## config.mk

```make
export PLATFORM = sky130hd
export DESIGN_NAME = uart_cmd_parser
export DESIGN_NICKNAME = d
export VERILOG_FILES = /design/src/rtl/uart_cmd_pkg.sv /design/src/rtl/uart_byte_strobe.sv /design/src/rtl/uart_cmd_parser.sv
export SDC_FILE = /design/constraint.sdc
export NUM_CORES = 1
export LEC_CHECK = 0
export CAP_MARGIN = 20
export CORE_ASPECT_RATIO = 2
export CORE_MARGIN = 3
export CORE_UTILIZATION = 51
export DETAILED_ROUTE_END_ITERATION = 10
export HOLD_SLACK_MARGIN = 0.1
export PLACE_DENSITY = 0.89
export SYNTH_ARGS = -nofsm -noshare
export SYNTH_HDL_FRONTEND = slang
export SYNTH_SLANG_ARGS = --single-unit
```

## constraint.sdc

```tcl
create_clock -name sys_clk -period 2.3 [get_ports sys_clk]
set_clock_uncertainty 0.2 [all_clocks]
set_input_delay 0.46 -clock sys_clk [delete_from_list [all_inputs] [get_ports sys_clk]]
set_output_delay 0.46 -clock sys_clk [all_outputs]
set_load 0.01 [all_outputs]
```

## src/rtl/uart_cmd_pkg.sv

```systemverilog
// Shared definitions for the UART command frame parser.
// Opcodes, state encoding, frame byte counts and timeout default.
package uart_cmd_pkg;

   localparam logic [7:0] OP_WRITE_DEF = 8'h57;
   localparam logic [7:0] OP_READ_DEF  = 8'h52;

   localparam int TIMEOUT_DEF = 50000;
   localparam int ADDR_BYTES  = 3;
   localparam int DATA_BYTES  = 2;

   localparam logic [1:0] ST_IDLE  = 2'd0;
   localparam logic [1:0] ST_ADDR  = 2'd1;
   localparam logic [1:0] ST_DATA  = 2'd2;
   localparam logic [1:0] ST_ISSUE = 2'd3;

endpackage

```

## src/rtl/uart_byte_strobe.sv

```systemverilog
// Turns the receiver's level-style done flag into one strobe per byte.
// The byte is passed through so it is sampled in the strobe cycle.
module uart_byte_strobe (
   input  logic       sys_clk,
   input  logic       sys_rst_n,
   input  logic       uart_done,
   input  logic [7:0] uart_data,
   output logic       byte_stb,
   output logic [7:0] byte_data
);

   logic done_q;

   always_ff @(posedge sys_clk or negedge sys_rst_n) begin
      if (!sys_rst_n) begin
         done_q <= 1'b0;
      end else begin
         done_q <= uart_done;
      end
   end

   assign byte_stb  = uart_done & ~done_q;
   assign byte_data = uart_data;

endmodule

```

## src/rtl/uart_cmd_parser.sv

```systemverilog
// Assembles opcode/address/data frames from UART bytes and
// presents them as commands over a valid/ready handshake.
module uart_cmd_parser
   import uart_cmd_pkg::*;
#(
   parameter int         TIMEOUT_CYCLES = TIMEOUT_DEF,
   parameter logic [7:0] OP_WRITE       = OP_WRITE_DEF,
   parameter logic [7:0] OP_READ        = OP_READ_DEF
) (
   input  logic        sys_clk,
   input  logic        sys_rst_n,
   input  logic        uart_done,
   input  logic [7:0]  uart_data,
   output logic        cmd_valid,
   input  logic        cmd_ready,
   output logic        cmd_wr,
   output logic [23:0] cmd_addr,
   output logic [15:0] cmd_wdata,
   output logic        err_opcode,
   output logic        err_timeout,
   output logic        err_overrun
);

   localparam int TW = (TIMEOUT_CYCLES > 2) ? $clog2(TIMEOUT_CYCLES) : 1;
   localparam logic [TW-1:0] T_LAST = TW'(TIMEOUT_CYCLES - 1);
   localparam logic [1:0] ADDR_LAST = 2'(ADDR_BYTES - 1);
   localparam logic [1:0] DATA_LAST = 2'(DATA_BYTES - 1);

   logic          byte_stb;
   logic [7:0]    byte_data;
   logic [1:0]    state;
   logic [1:0]    bcnt;
   logic [TW-1:0] tcnt;
   logic          in_frame;
   logic          expired;

   uart_byte_strobe u_strobe (
      .sys_clk   (sys_clk),
      .sys_rst_n (sys_rst_n),
      .uart_done (uart_done),
      .uart_data (uart_data),
      .byte_stb  (byte_stb),
      .byte_data (byte_data)
   );

   assign in_frame = (state == ST_ADDR) || (state == ST_DATA);
   assign expired  = in_frame && !byte_stb && (tcnt == T_LAST);

   // Inter-byte timer: only runs while a frame is partially received
   always_ff @(posedge sys_clk or negedge sys_rst_n) begin
      if (!sys_rst_n) begin
         tcnt <= '0;
      end else if (byte_stb || !in_frame || expired) begin
         tcnt <= '0;
      end else begin
         tcnt <= tcnt + 1'b1;
      end
   end

   always_ff @(posedge sys_clk or negedge sys_rst_n) begin
      if (!sys_rst_n) begin
         state       <= ST_IDLE;
         bcnt        <= 2'd0;
         cmd_valid   <= 1'b0;
         cmd_wr      <= 1'b0;
         cmd_addr    <= 24'd0;
         cmd_wdata   <= 16'd0;
         err_opcode  <= 1'b0;
         err_timeout <= 1'b0;
         err_overrun <= 1'b0;
      end else begin
         err_opcode  <= 1'b0;
         err_timeout <= 1'b0;
         err_overrun <= 1'b0;
         unique case (1'b1)
            state == ST_IDLE: begin
               if (byte_stb) begin
                  bcnt <= 2'd0;
                  if (byte_data == OP_WRITE) begin
                     cmd_wr <= 1'b1;
                     state  <= ST_ADDR;
                  end else if (byte_data == OP_READ) begin
                     cmd_wr <= 1'b0;
                     state  <= ST_ADDR;
                  end else begin
                     err_opcode <= 1'b1;
                  end
               end
            end
            state == ST_ADDR: begin
               if (byte_stb) begin
                  cmd_addr <= {cmd_addr[15:0], byte_data};
                  if (bcnt == ADDR_LAST) begin
                     bcnt <= 2'd0;
                     if (cmd_wr) begin
                        state <= ST_DATA;
                     end else begin
                        cmd_wdata <= 16'd0;
                        cmd_valid <= 1'b1;
                        state     <= ST_ISSUE;
                     end
                  end else begin
                     bcnt <= bcnt + 2'd1;
                  end
               end else if (expired) begin
                  err_timeout <= 1'b1;
                  bcnt        <= 2'd0;
                  state       <= ST_IDLE;
               end
            end
            state == ST_DATA: begin
               if (byte_stb) begin
                  cmd_wdata <= {cmd_wdata[7:0], byte_data};
                  if (bcnt == DATA_LAST) begin
                     bcnt      <= 2'd0;
                     cmd_valid <= 1'b1;
                     state     <= ST_ISSUE;
                  end else begin
                     bcnt <= bcnt + 2'd1;
                  end
               end else if (expired) begin
                  err_timeout <= 1'b1;
                  bcnt        <= 2'd0;
                  state       <= ST_IDLE;
               end
            end
            state == ST_ISSUE: begin
               // A byte arriving here is lost even on the handshake cycle
               if (byte_stb) begin
                  err_overrun <= 1'b1;
               end
               if (cmd_valid && cmd_ready) begin
                  cmd_valid <= 1'b0;
                  state     <= ST_IDLE;
               end
            end
            default: begin
               state <= ST_IDLE;
            end
         endcase
      end
   end

endmodule

```

==> results.sh, run 1 <==
export IMPL_ys_types=38
export IMPL_critPathCaptureType="flip-flop"
export IMPL_die_h_um=114
export IMPL_critPathMaxFanout=3
export IMPL_status="complete, no violations"
export IMPL_fin_ws_ns=0.181
export IMPL_grt_max_degree=39
export IMPL_ant_nets=0
export IMPL_routed_via_density=5.59
export IMPL_die_area_um2=6820
export IMPL_yosysMostFrequentCell="dfrtp_1"
export IMPL_cap_violations=0
export IMPL_pwr_share_clk_pct=18.1
export IMPL_switchingPower_mw=1.66
export IMPL_cts_buffer_depth=2
export IMPL_crit_arrival_ns=2.18
export IMPL_layout_drive_gt1_share_pct=16.8
export IMPL_cts_root_buf="clkbuf_8"
export IMPL_regArea_um2=1650
export IMPL_finalSetupTns_ns=0
export IMPL_finalSetupViolations=0
export IMPL_cts_repair_resized=0
export IMPL_syn_nets=294
export IMPL_drt_iter0_markers=113
export IMPL_period_share_pct=92.1
export IMPL_initial_core_util_pct=53.8
export IMPL_tightest_slew_ns=0.459
export IMPL_finalWorstPathRequiredPeriod_ns=2.12
export IMPL_cts_tree="built"
export IMPL_cts_sinks=66
export IMPL_grt_pass1_vias=2402
export IMPL_vias=2305
export IMPL_power_density_nw_per_um2=1210
export IMPL_dr_pass1_iters=4
export IMPL_grt_antenna_before_repair=0
export IMPL_drc_errors=0
export IMPL_gr_total_overflow=0
export IMPL_place_congestion=0.883
export IMPL_syn_inst=277
export IMPL_n_antenna_cell=0
export IMPL_hpwl_um=5060
export IMPL_startpoint_type="flip-flop"
export IMPL_syn_area_per_cell_um2=10.7
export IMPL_total_leakage_power_nw=1.69
export IMPL_synth_top_cell_by_area="dfrtp_1"
export IMPL_portBuffers=56
export IMPL_synth_flop_cell="dfrtp_1"
export IMPL_ys_warn_count=0
export IMPL_fmax_mhz=472
export IMPL_clock_latency_ns=0.34
export IMPL_rsz0062_at_grt="no"
export IMPL_maxSlewHeadroom_pct=69.4
export IMPL_ys_ff_latch=66
export IMPL_seq_area_frac_synth_pct=55.7
export IMPL_grt_pass1_wl_um=11000
export IMPL_internal_power_mw=2.98
export IMPL_clk_pin_slew_ns=0.07
export IMPL_core_um2=5520
export IMPL_seqPwrFrac_pct=38.3
export IMPL_synth_edf_count=0
export IMPL_finalHoldViolCount=0
export IMPL_rows=38
export IMPL_wl_per_cell_um=16.5
export IMPL_cts_htree_levels=3
export IMPL_track_usage_pct=21.9
export IMPL_critical_path_top_delay_family="simple AND/OR/NAND/NOR gates"
export IMPL_vdd_ir_drop_worst_uv=917
export IMPL_async_reset_ff_share_pct=100
export IMPL_synth_area_leaders="dfrtp_1, mux2_2, nand2_1, nor2_1, xor2_1"
export IMPL_syn2layout_area_growth_pct=29.8
export IMPL_holdCritPathClass="flip-flop to flip-flop"
export IMPL_place_ws_ns=0.0239
export IMPL_swShare_pct=35.8
export IMPL_netlist_area_um2=2970
export IMPL_slowest_delay_ns=0.40
export IMPL_critPathSlowestCell="or3b_4"
export IMPL_fp_dieW_um=59.9
export IMPL_nets=364
export IMPL_crit_chain="inv_1 -> ha_1 -> or3b_4 -> a221oi_2 -> nand3_1 -> nand2_1 -> mux2i_1"
export IMPL_report_final_slew_viol_count=0
export IMPL_multi_input_area_um2=1230
export IMPL_synthTopCellsByCount="dfrtp_1, nand2_1, mux2_2, nor2_1"
export IMPL_io_pins=57
export IMPL_cts_buffers_inserted=9
export IMPL_routed_wl_um=6810
export IMPL_holdWs_ns=0.285
export IMPL_n_fill_cell=394
export IMPL_timing_critical_path_buf_inv=1
export IMPL_synth_top_area_share_pct=55.7
export IMPL_cp_required_ns=2.36
export IMPL_path_class="flip-flop to flip-flop"
export IMPL_combPwrFrac_pct=43.6
export IMPL_regToRegSetupSlack_ns=0.18
## cells by family after synthesis
kind of cell	after synthesis	synth area share, %
AO/OA/AOI/OAI	42	8.48
AND/OR/NAND/NOR	104	16.8
buffers and inverters	20	3.00
XOR/XNOR	15	4.43
multiplexers	25	9.45
adder cells (fa/ha/maj)	5	2.11
flip-flops	66	55.7
## metrics by stage
| step | area (um2) | power [mW] | util (%) | cells |
|---|---|---|---|---|
| global placement | 3670 | 3.73 | 66.5 | 395 |
| detailed placement | 3670 | 3.82 | 66.5 | 395 |
| CTS | 3850 | 4.67 | 69.8 | 412 |
| floorplan | 2970 | 2.81 | - | 277 |
| global route | 3850 | 4.92 | 69.8 | 412 |
| finish | 3850 | 4.64 | 69.8 | 412 |
## sequential cells by signal, indices dropped and copies added, names as in the netlist
register         cells
u_strobe.done_q      1
state                2
err_overrun          1
cmd_wdata           16
cmd_valid            1
err_opcode           1
err_timeout          1
cmd_wr               1
tcnt                16
cmd_addr            24
bcnt                 2
## worst register-to-register path, stage by stage, from the launching register on
cell and delay, ns:
dfrtp_1 0.38, inv_1 0.09, ha_1 0.23, or3b_4 0.40, a221oi_2 0.27, nand3_1 0.15
nand2_1 0.14, mux2i_1 0.19
## what timing repair did
item	in CTS	in global routing
hold buffers	1	0
endpoints found under the hold margin	66	0
endpoints found under the setup margin	0	0
buffers inserted	0	0
## power groups by stage
stage	Combinational, mW	Clock (mW)	Sequential, mW
after floorplan	0.928	0	1.88
after global placement	1.96	0	1.77
after detailed placement	2.02	0	1.80
after CTS	2.03	0.858	1.78
after global routing	2.20	0.896	1.82
final	2.02	0.838	1.78
## worst paths after layout
| path | start | endpoint | cells after the start |
|---|---|---|---|
| min | cmd_wdata[13]$_DFFE_PN0P_ | cmd_wdata[13]$_DFFE_PN0P_ | 2 |
| min in group asynchronous | sys_rst_n | tcnt[15]$_DFF_PN0_ | 3 |
| max | state[1]$_DFFE_PN0P_ | state[0]$_DFFE_PN0P_ | 7 |
| max in group asynchronous | sys_rst_n | cmd_addr[1]$_DFFE_PN0P_ | 3 |
| max reg2reg | state[1]$_DFFE_PN0P_ | state[0]$_DFFE_PN0P_ | 7 |
| min reg2reg | cmd_wdata[13]$_DFFE_PN0P_ | cmd_wdata[13]$_DFFE_PN0P_ | 2 |
## cell usage in the layout, fill, tap and decap left out, drive strengths merged, types with 5 or more instances in the layout
cell type      count
a21oi              9
buf               14
clkbuf            11
clkdlybuf4s50     55
dfrtp             66
ha                 5
inv                9
mux2              24
nand2             43
nand3             12
nor2              24
nor3               6
o21ai             23
xnor2              5
xor2              10
## layer usage
layer	global-route usage, %	vias up	part of all wire [%]
met2	40.9	83	59
met3	3.51	16	4.2
li1	-	1088	-
met1	21.1	1118	34
met5	0	-	0
met4	12.3	0	2.8
## area by class of cell
type,instances,share of cell area (%)
Timing Repair Buffer,70,17.9
Tap cell,60,1.95
Sequential cell,66,42.9
Clock buffer,11,3.67
Clock inverter,5,0.780
Multi-Input combinational cell,191,31.9
Inverter,9,0.878
Power figures use the tool's default switching activity.
==> inputs of run 2 (changes only) <==
- TNS_END_PERCENT: not set -> 20
==> results of run 2 <==
Same layout as run 1: the final DEF is identical, and so are final timing and power.
